## src/rtl/avalon_clint.sv

```systemverilog
// avalon_clint
// Core-local interruptor: RISC-V machine timer (mtime / mtimecmp) and the
// machine software-interrupt bit (msip), behind an Avalon-MM slave port.
//
// Ports:
//   clk                 system clock
//   rst_n               synchronous active-low reset
//   read, write         Avalon requests (read+write together is handled as a write)
//   address             byte address within the CLINT, bits [1:0] ignored
//   byte_enable         write byte lanes
//   writedata           write data
//   readdata            read data, valid when read && !waitrequest
//   waitrequest         stall; high only in the single read wait state
//   software_interrupt  msip[0]
//   timer_interrupt     registered (mtime >= mtimecmp)
//
// Read FSM:
//   state  | meaning
//   IDLE   | no read in flight; a read stalls one cycle and captures readdata
//   RESP   | readdata valid, waitrequest low; always returns to IDLE

module avalon_clint #(
    parameter int AW       = 16,
    parameter int DW       = 32,
    parameter int TICK_DIV = 1
) (
    input  logic            clk,
    input  logic            rst_n,
    input  logic            read,
    input  logic            write,
    input  logic [AW-1:0]   address,
    input  logic [DW/8-1:0] byte_enable,
    input  logic [DW-1:0]   writedata,
    output logic [DW-1:0]   readdata,
    output logic            waitrequest,
    output logic            software_interrupt,
    output logic            timer_interrupt
);

    localparam logic [AW-1:0] ADDR_MSIP     = AW'(16'h0000);
    localparam logic [AW-1:0] ADDR_MTCMP_LO = AW'(16'h4000);
    localparam logic [AW-1:0] ADDR_MTCMP_HI = AW'(16'h4004);
    localparam logic [AW-1:0] ADDR_MTIME_LO = AW'(16'hBFF8);
    localparam logic [AW-1:0] ADDR_MTIME_HI = AW'(16'hBFFC);

    localparam int            CW       = (TICK_DIV > 1) ? $clog2(TICK_DIV) : 1;
    localparam logic [CW-1:0] PRE_LAST = CW'(TICK_DIV - 1);

    typedef enum logic {
        S_IDLE = 1'b0,
        S_RESP = 1'b1
    } state_t;

    state_t      state;
    state_t      state_nxt;
    logic        capture;

    logic [63:0] mtime;
    logic [63:0] mtime_nxt;
    logic [63:0] mtimecmp;
    logic [63:0] mtimecmp_nxt;
    logic        msip;
    logic [CW-1:0] prescale;
    logic        tick;

    logic [AW-3:0] word_addr;
    logic        sel_msip;
    logic        sel_cmp_lo;
    logic        sel_cmp_hi;
    logic        sel_mt_lo;
    logic        sel_mt_hi;
    logic        wr_active;
    logic [DW-1:0] rd_mux;

    logic        unused_addr_bits;

    assign unused_addr_bits = ^address[1:0];

    // Byte-lane merge of new write data into an existing register half.
    function automatic logic [DW-1:0] merge_bytes(
        input logic [DW-1:0]   old_val,
        input logic [DW-1:0]   new_val,
        input logic [DW/8-1:0] be
    );
        logic [DW-1:0] res;
        res = old_val;
        for (int b = 0; b < DW / 8; b++) begin
            if (be[b]) begin
                res[8*b +: 8] = new_val[8*b +: 8];
            end
        end
        return res;
    endfunction

    // Address decode on word address only.
    assign word_addr  = address[AW-1:2];
    assign sel_msip   = (word_addr == ADDR_MSIP[AW-1:2]);
    assign sel_cmp_lo = (word_addr == ADDR_MTCMP_LO[AW-1:2]);
    assign sel_cmp_hi = (word_addr == ADDR_MTCMP_HI[AW-1:2]);
    assign sel_mt_lo  = (word_addr == ADDR_MTIME_LO[AW-1:2]);
    assign sel_mt_hi  = (word_addr == ADDR_MTIME_HI[AW-1:2]);

    // Writes are accepted in any FSM state; an all-zero byte_enable is a no-op
    // and therefore does not suppress the mtime tick either.
    assign wr_active = write && (|byte_enable);

    // ------------------------------------------------------------------
    // Prescaler
    // ------------------------------------------------------------------
    assign tick = (prescale == PRE_LAST);

    always_ff @(posedge clk) begin
        if (!rst_n) begin
            prescale <= '0;
        end else if (tick) begin
            prescale <= '0;
        end else begin
            prescale <= prescale + 1'b1;
        end
    end

    // ------------------------------------------------------------------
    // mtime / mtimecmp / msip
    // ------------------------------------------------------------------
    // A bus write to either mtime half takes priority over the tick; the
    // other half is left untouched (no carry into or out of it).
    always_comb begin
        mtime_nxt = mtime;
        if (wr_active && sel_mt_lo) begin
            mtime_nxt[31:0] = merge_bytes(mtime[31:0], writedata, byte_enable);
        end else if (wr_active && sel_mt_hi) begin
            mtime_nxt[63:32] = merge_bytes(mtime[63:32], writedata, byte_enable);
        end else if (tick) begin
            mtime_nxt = mtime + 64'd1;
        end
    end

    always_comb begin
        mtimecmp_nxt = mtimecmp;
        if (wr_active && sel_cmp_lo) begin
            mtimecmp_nxt[31:0] = merge_bytes(mtimecmp[31:0], writedata, byte_enable);
        end else if (wr_active && sel_cmp_hi) begin
            mtimecmp_nxt[63:32] = merge_bytes(mtimecmp[63:32], writedata, byte_enable);
        end
    end

    always_ff @(posedge clk) begin
        if (!rst_n) begin
            mtime    <= 64'd0;
            mtimecmp <= 64'hFFFF_FFFF_FFFF_FFFF;
            msip     <= 1'b0;
        end else begin
            mtime    <= mtime_nxt;
            mtimecmp <= mtimecmp_nxt;
            if (write && sel_msip && byte_enable[0]) begin
                msip <= writedata[0];
            end
        end
    end

    // Compare uses the current register values, so the interrupt follows an
    // mtime/mtimecmp update by one cycle.
    always_ff @(posedge clk) begin
        if (!rst_n) begin
            timer_interrupt <= 1'b0;
        end else begin
            timer_interrupt <= (mtime >= mtimecmp);
        end
    end

    assign software_interrupt = msip;

    // ------------------------------------------------------------------
    // Read path
    // ------------------------------------------------------------------
    always_comb begin
        rd_mux = '0;
        if (sel_msip) begin
            rd_mux = {{(DW-1){1'b0}}, msip};
        end else if (sel_cmp_lo) begin
            rd_mux = mtimecmp[31:0];
        end else if (sel_cmp_hi) begin
            rd_mux = mtimecmp[63:32];
        end else if (sel_mt_lo) begin
            rd_mux = mtime[31:0];
        end else if (sel_mt_hi) begin
            rd_mux = mtime[63:32];
        end
    end

    // State register
    always_ff @(posedge clk) begin
        if (!rst_n) begin
            state <= S_IDLE;
        end else begin
            state <= state_nxt;
        end
    end

    // Next-state logic; read together with write is a write, so no read starts.
    always_comb begin
        state_nxt = state;
        case (state)
            S_IDLE: begin
                if (read && !write) begin
                    state_nxt = S_RESP;
                end
            end
            S_RESP: begin
                state_nxt = S_IDLE;
            end
            default: begin
                state_nxt = S_IDLE;
            end
        endcase
    end

    // Output logic
    always_comb begin
        waitrequest = 1'b0;
        capture     = 1'b0;
        if (state == S_IDLE && read && !write) begin
            waitrequest = 1'b1;
            capture     = 1'b1;
        end
    end

    always_ff @(posedge clk) begin
        if (!rst_n) begin
            readdata <= '0;
        end else if (capture) begin
            readdata <= rd_mux;
        end
    end

endmodule

```

## config.mk

```make
export PLATFORM = sky130hd
export DESIGN_NAME = avalon_clint
export DESIGN_NICKNAME = d
export VERILOG_FILES = /design/src/rtl/avalon_clint.sv
export SDC_FILE = /design/constraint.sdc
export NUM_CORES = 1
export LEC_CHECK = 0
export CAP_MARGIN = 20
export CORE_UTILIZATION = 30
export DETAILED_ROUTE_END_ITERATION = 7
export DONT_BUFFER_PORTS = 1
export SYNTH_ARGS = -nofsm -noshare
export SYNTH_HDL_FRONTEND = slang
export SYNTH_SLANG_ARGS = --single-unit
```

## constraint.sdc

```tcl
create_clock -name clk -period 4.2 [get_ports clk]
set_input_delay 0.84 -clock clk [delete_from_list [all_inputs] [get_ports clk]]
set_output_delay 0.84 -clock clk [all_outputs]
set_load 0.02 [all_outputs]
```

# Yosys cells after proc, flatten, opt, wreduce, memory -nomap -nowiden
# Cells that the tools add are included.
# W data, S select, Z words.
# totals
in_bits	56
wordCells	88
reg_bits	164
# op_classes
n_eq_ne	15
bitwise	3
n_lt_le_gt_ge	1
n_reduce_logical	30
mux	16
n_addsub	2
# ops
operator	n
$mux W32	8
$add A64 B1 Y64 const B	1
$ge A64 B64 Y1	1
$mux W64	1
$reduce_and A3 Y1	12
$mux W8	4
$eq A14 B13 Y1 const B	2
$eq A14 B14 Y1 const B	2
$ne A2 B2 Y1 const B	9
$logic_not A14 Y1	1
$logic_and A1 B1 Y1	10
$reduce_and A2 Y1	5
$ne A2 B1 Y1 const B	2
$reduce_or A4 Y1	1
$not A1 Y1	3
$mux W1	2
$pmux W1 S2	1
$add A1 B1 Y1 const B	1
$logic_not A1 Y1	1

# Longest topological paths before layout
# logic_depth
ltp_word	6
depth_mapped	11

# Least setup slack after synthesis
# No wires, ideal clock.
# synth_timing
path_kind	input-to-output
from	input port write
to	output port waitrequest
slack_ps	1421
path_stages	4
arrival_time_ps	1939
path_buffers	3
path_cell_list	clkbuf_1 > nor3b_1 > clkbuf_1 > clkbuf_1
# synth_between
elab_chain_cells	3
# synth_rtl
item	line_no	text
from (decl)	30	input logic write,
$logic_not A1 Y1	222	if (state == S_IDLE && read && !write) begin
$logic_and A1 B1 Y1	222	
$mux W1	222	
to (decl)	35	output logic waitrequest,
# Every way passes these cells.

# Worst setup path after layout
# layout_timing
from	register mtime[30]
to	register timer_interrupt
# layout_between
elab_chain_cells	1
# layout_rtl
item	line_no	text
from (decl)	58	logic [63:0] mtime;
from (signal assigned)	153	mtime <= mtime_nxt;
$ge A64 B64 Y1	167	timer_interrupt <= (mtime >= mtimecmp);
to (signal assigned)	167	
to (decl)	37	output logic timer_interrupt
# Every way passes these cells.
# A chain may end at the register's enable or synchronous reset.

==> impl_metrics.csv <==
group,metric,value,unit
sta,relSlewSlack,30.48,%
critical_path,critPathMaxFanout,10,
critical_path,r2r_setup_slack,1030,ps
critical_path,r2r-start,"mtime[30]",
sta,finalSetupViolations,0,
sta,fin_crit,3170,ps
floorplanning,die_h,187.7,um
logic_synthesis,syn_area_per_cell,7.864,sq um
floorplanning,core.rowCount,67,
logic_synthesis,synth-seq-area-share,31.75,%
min_path,hp-start,"rst_n",
cts,clk_latency,450,ps
critical_path,cp_slowest_cell,"nor3_1",
placement,portBuffers,0,
logic_synthesis,synth_top_area_cell,"dfxtp_1",
placement,placedCellCount,1694,
final_layout,utilization,33.65,%
cts,cts.path.max_buffers,2,
grt,grt_pass1_vias,9380,
routing,wl_per_cell,19.80,um
cts,tritoncts,"yes",
logic_synthesis,synth_edf_count,0,
logic_synthesis,syn-num-nets,1436,
final_layout,layout_commonest_cell,"dfxtp_1",
logic_synthesis,ys_types,71,
min_path,hold_end,"mtimecmp[57]",
critical_path,r2r-end,"timer_interrupt",
cts,cts_resized,0,
routing,ant_nets,0,
critical_path,crit_path_max_incr_delay,590,ps
critical_path,reg2regPathDepth,9,
critical_path,crit_chain,"buf_4, ha_1, nand4_1, nor3_1, nand2_1, nor4_1, a21oi_1, o221a_2, o21ai_0",
routing,num_vias,9911,
cts,cts_buffers,17,
cts,cts.sinks,164,
sta,fin_skew,17.17,ps
final_layout,drive_above_1_share,6.729,%
logic_synthesis,ys_ff_latch,164,
sta,rsz0062_at_grt,"no",
outcome,run_status,"complete, no violations",
routing,route.detailed.drc,0,
floorplanning,dieArea,35220,sq um
final_layout,fill_cells,3541,
power,p_per_area,298.7,nW/um^2
logic_synthesis,synth_flop_cell,"dfxtp_1",
critical_path,critPathBufInv,1,
logic_synthesis,synth.area.top_cells,"dfxtp_1 (32%), ha_1 (7.9%), mux2i_1 (6.6%), nand2_1 (4.8%), o211ai_1 (4.8%)",
sta,max_freq,0.3155,GHz
critical_path,crit_path_start_kind,"register",
grt,grt.total_usage,19.43,%
critical_path,worstSetupPathType,"reg -> reg",
cts,path_clk_slew,80,ps
min_path,min_path_cells,1,
critical_path,arrival,3490,ps
critical_path,endpoint_kind,"register",
final_layout,insertedDiodeCount,0,
sta,setup-tns-final,0,ps
final_layout,final_cells,1726,
floorplanning,pin_count,91,
grt,grt_pass1_wl,54190,um
flow_run,cap_violations,0,
min_path,hold_path_class,"in -> reg",
grt,antenna_found_initial,0,
logic_synthesis,synth_top_area_share,31.75,%
floorplanning,initial_utilization,30.69,%
cts,cts_setup_buffers,0,
final_layout,nets,1386,
sta,slew_viol_final,0,
final_layout,mostFrequentLayoutCells,"dfxtp_1 (164), nand2_1 (132), nor2_1 (109)",
routing,dr.pass1.iters,5,
logic_synthesis,async_reset_ff_share,0,%
logic_synthesis,synth_warnings,0,
placement,dp_hpwl,24520,um
floorplanning,die_w,187.7,um
sta,worst_pin_slew,1043,ps
sta,hold_viol_final,0,
placement,gp_congestion,0.8836,
power,vdd_drop_max,253.8,uV
critical_path,cp.required,4520,ps
grt,grt_max_degree,95,
final_layout,synthToLayoutAreaGrowth,9.655,%
power,leakagePower,4.605,nW
cts,clockRootBuffer,"clkbuf_16",
logic_synthesis,netlist_instances,1315,
floorplanning,fp.coreArea,33700,sq um
routing,drtIter0Drc,877,
sta,timing.final.crit_share,75.47,%
cts,cts.htree.levels,4,
critical_path,path_delay_family,"simple AND/OR/NAND/NOR gates",
logic_synthesis,synthesis.area,10340,sq um
routing,routed_wirelength,34180,um
cts,hold_buffers,0,
grt,gr-total-overflow,0,
routing,via_per_inst,5.742,
## routing by layer
layer  GRT usage, %  vias up  part of all wire [%]
li1               -     4794                     -
met1          25.69     4741                    45
met2          31.35      326                    46
met3          3.706       50                   6.2
met4          6.911        0                   2.3
met5              0        -                     0
## sequential cells by signal, indices dropped and copies added (netlist names)
name	flops
mtime	64
readdata	32
state	1
mtimecmp	64
timer_interrupt	1
software_interrupt	1
prescale	1
## power by group
part | internal [mW] | switching, mW | total (mW)
clock network | 0.936 | 0.700 | 1.64
logic | 0.0532 | 0.0777 | 0.131
registers | 1.58 | 0.0437 | 1.62
## worst reg2reg max path: cells and delay by family, from the launching register on
kind                     cells  cell delay (ps)
AO/OA/AOI/OAI                3              740
buffers and inverters        1              170
flip-flops                   1              300
AND/OR/NAND/NOR              4             1500
adder cells (fa/ha/maj)      1              340
## stage by stage
step / worst slack (ps) / area [sq um] / total power [mW] / hold slack, ps
4_1_cts: 1084 / 11340 / 3.417 / 467.4
3_3_place_gp: 925.2 / 10750 / 1.787 / 495.7
3_5_place_dp: 853.7 / 10750 / 1.789 / 500.6
5_1_grt: 901.9 / 11340 / 3.501 / 470.1
2_1_floorplan: 1421 / 10340 / 1.779 / 468.4
6_report: 1030 / 11340 / 3.387 / 480.8
## how the worst max path moves through the flow
stage,from,cells past startpoint,endpoint
final,mtime[30],9,timer_interrupt
after global routing,mtime[0],8,mtime[60]
after detailed placement,address[15],8,mtime[51]
after global placement,address[15],8,mtime[51]
after CTS,mtime[0],8,mtime[60]
after floorplan,write,4,waitrequest
## cell families (layout without fill, tap and decap cells)
logic type / count (synthesis) / in the layout / synth area share [%]
buffers and inverters: 167 / 130 / 6.340
flip-flops: 164 / 164 / 31.75
multiplexers: 68 / 68 / 6.582
other: 1 / 1 / 0.03626
AO/OA/AOI/OAI: 399 / 399 / 25.44
adder cells (fa/ha/maj): 65 / 65 / 7.864
AND/OR/NAND/NOR: 451 / 451 / 21.98
## final cells by class
cell class	instances	area, sq um	share of cell area, %
Clock buffer	20	436.7	3.851
Clock inverter	12	157.7	1.390
Inverter	72	270.3	2.383
Multi-Input combinational cell	984	6436	56.76
Sequential cell	164	3283	28.95
Tap cell	448	560.5	4.943
Timing Repair Buffer	26	195.2	1.721
## synth_stat cells, drive strengths merged, types with 4 or more instances
cell and count:
nor2 109, clkbuf 76, o41ai 8, a31oi 8, nand3b 4, buf 19, a2bb2oi 6, a22oi 6
o21a 19, nor4 12, o221ai 33, and2 12, nand3 47, and4 17, ha 65, and3 20
or4 9, a211oi 9, nor3b 5, inv 72, nor3 29, dfxtp 164, mux2i 68, nand4 37
or3 4, nand2 132, o21ai 97, a21oi 91, a21o 13, o22ai 6, o211ai 66, o31ai 5
o221a 5, a21boi 4
(Power assumes the default switching activity.)
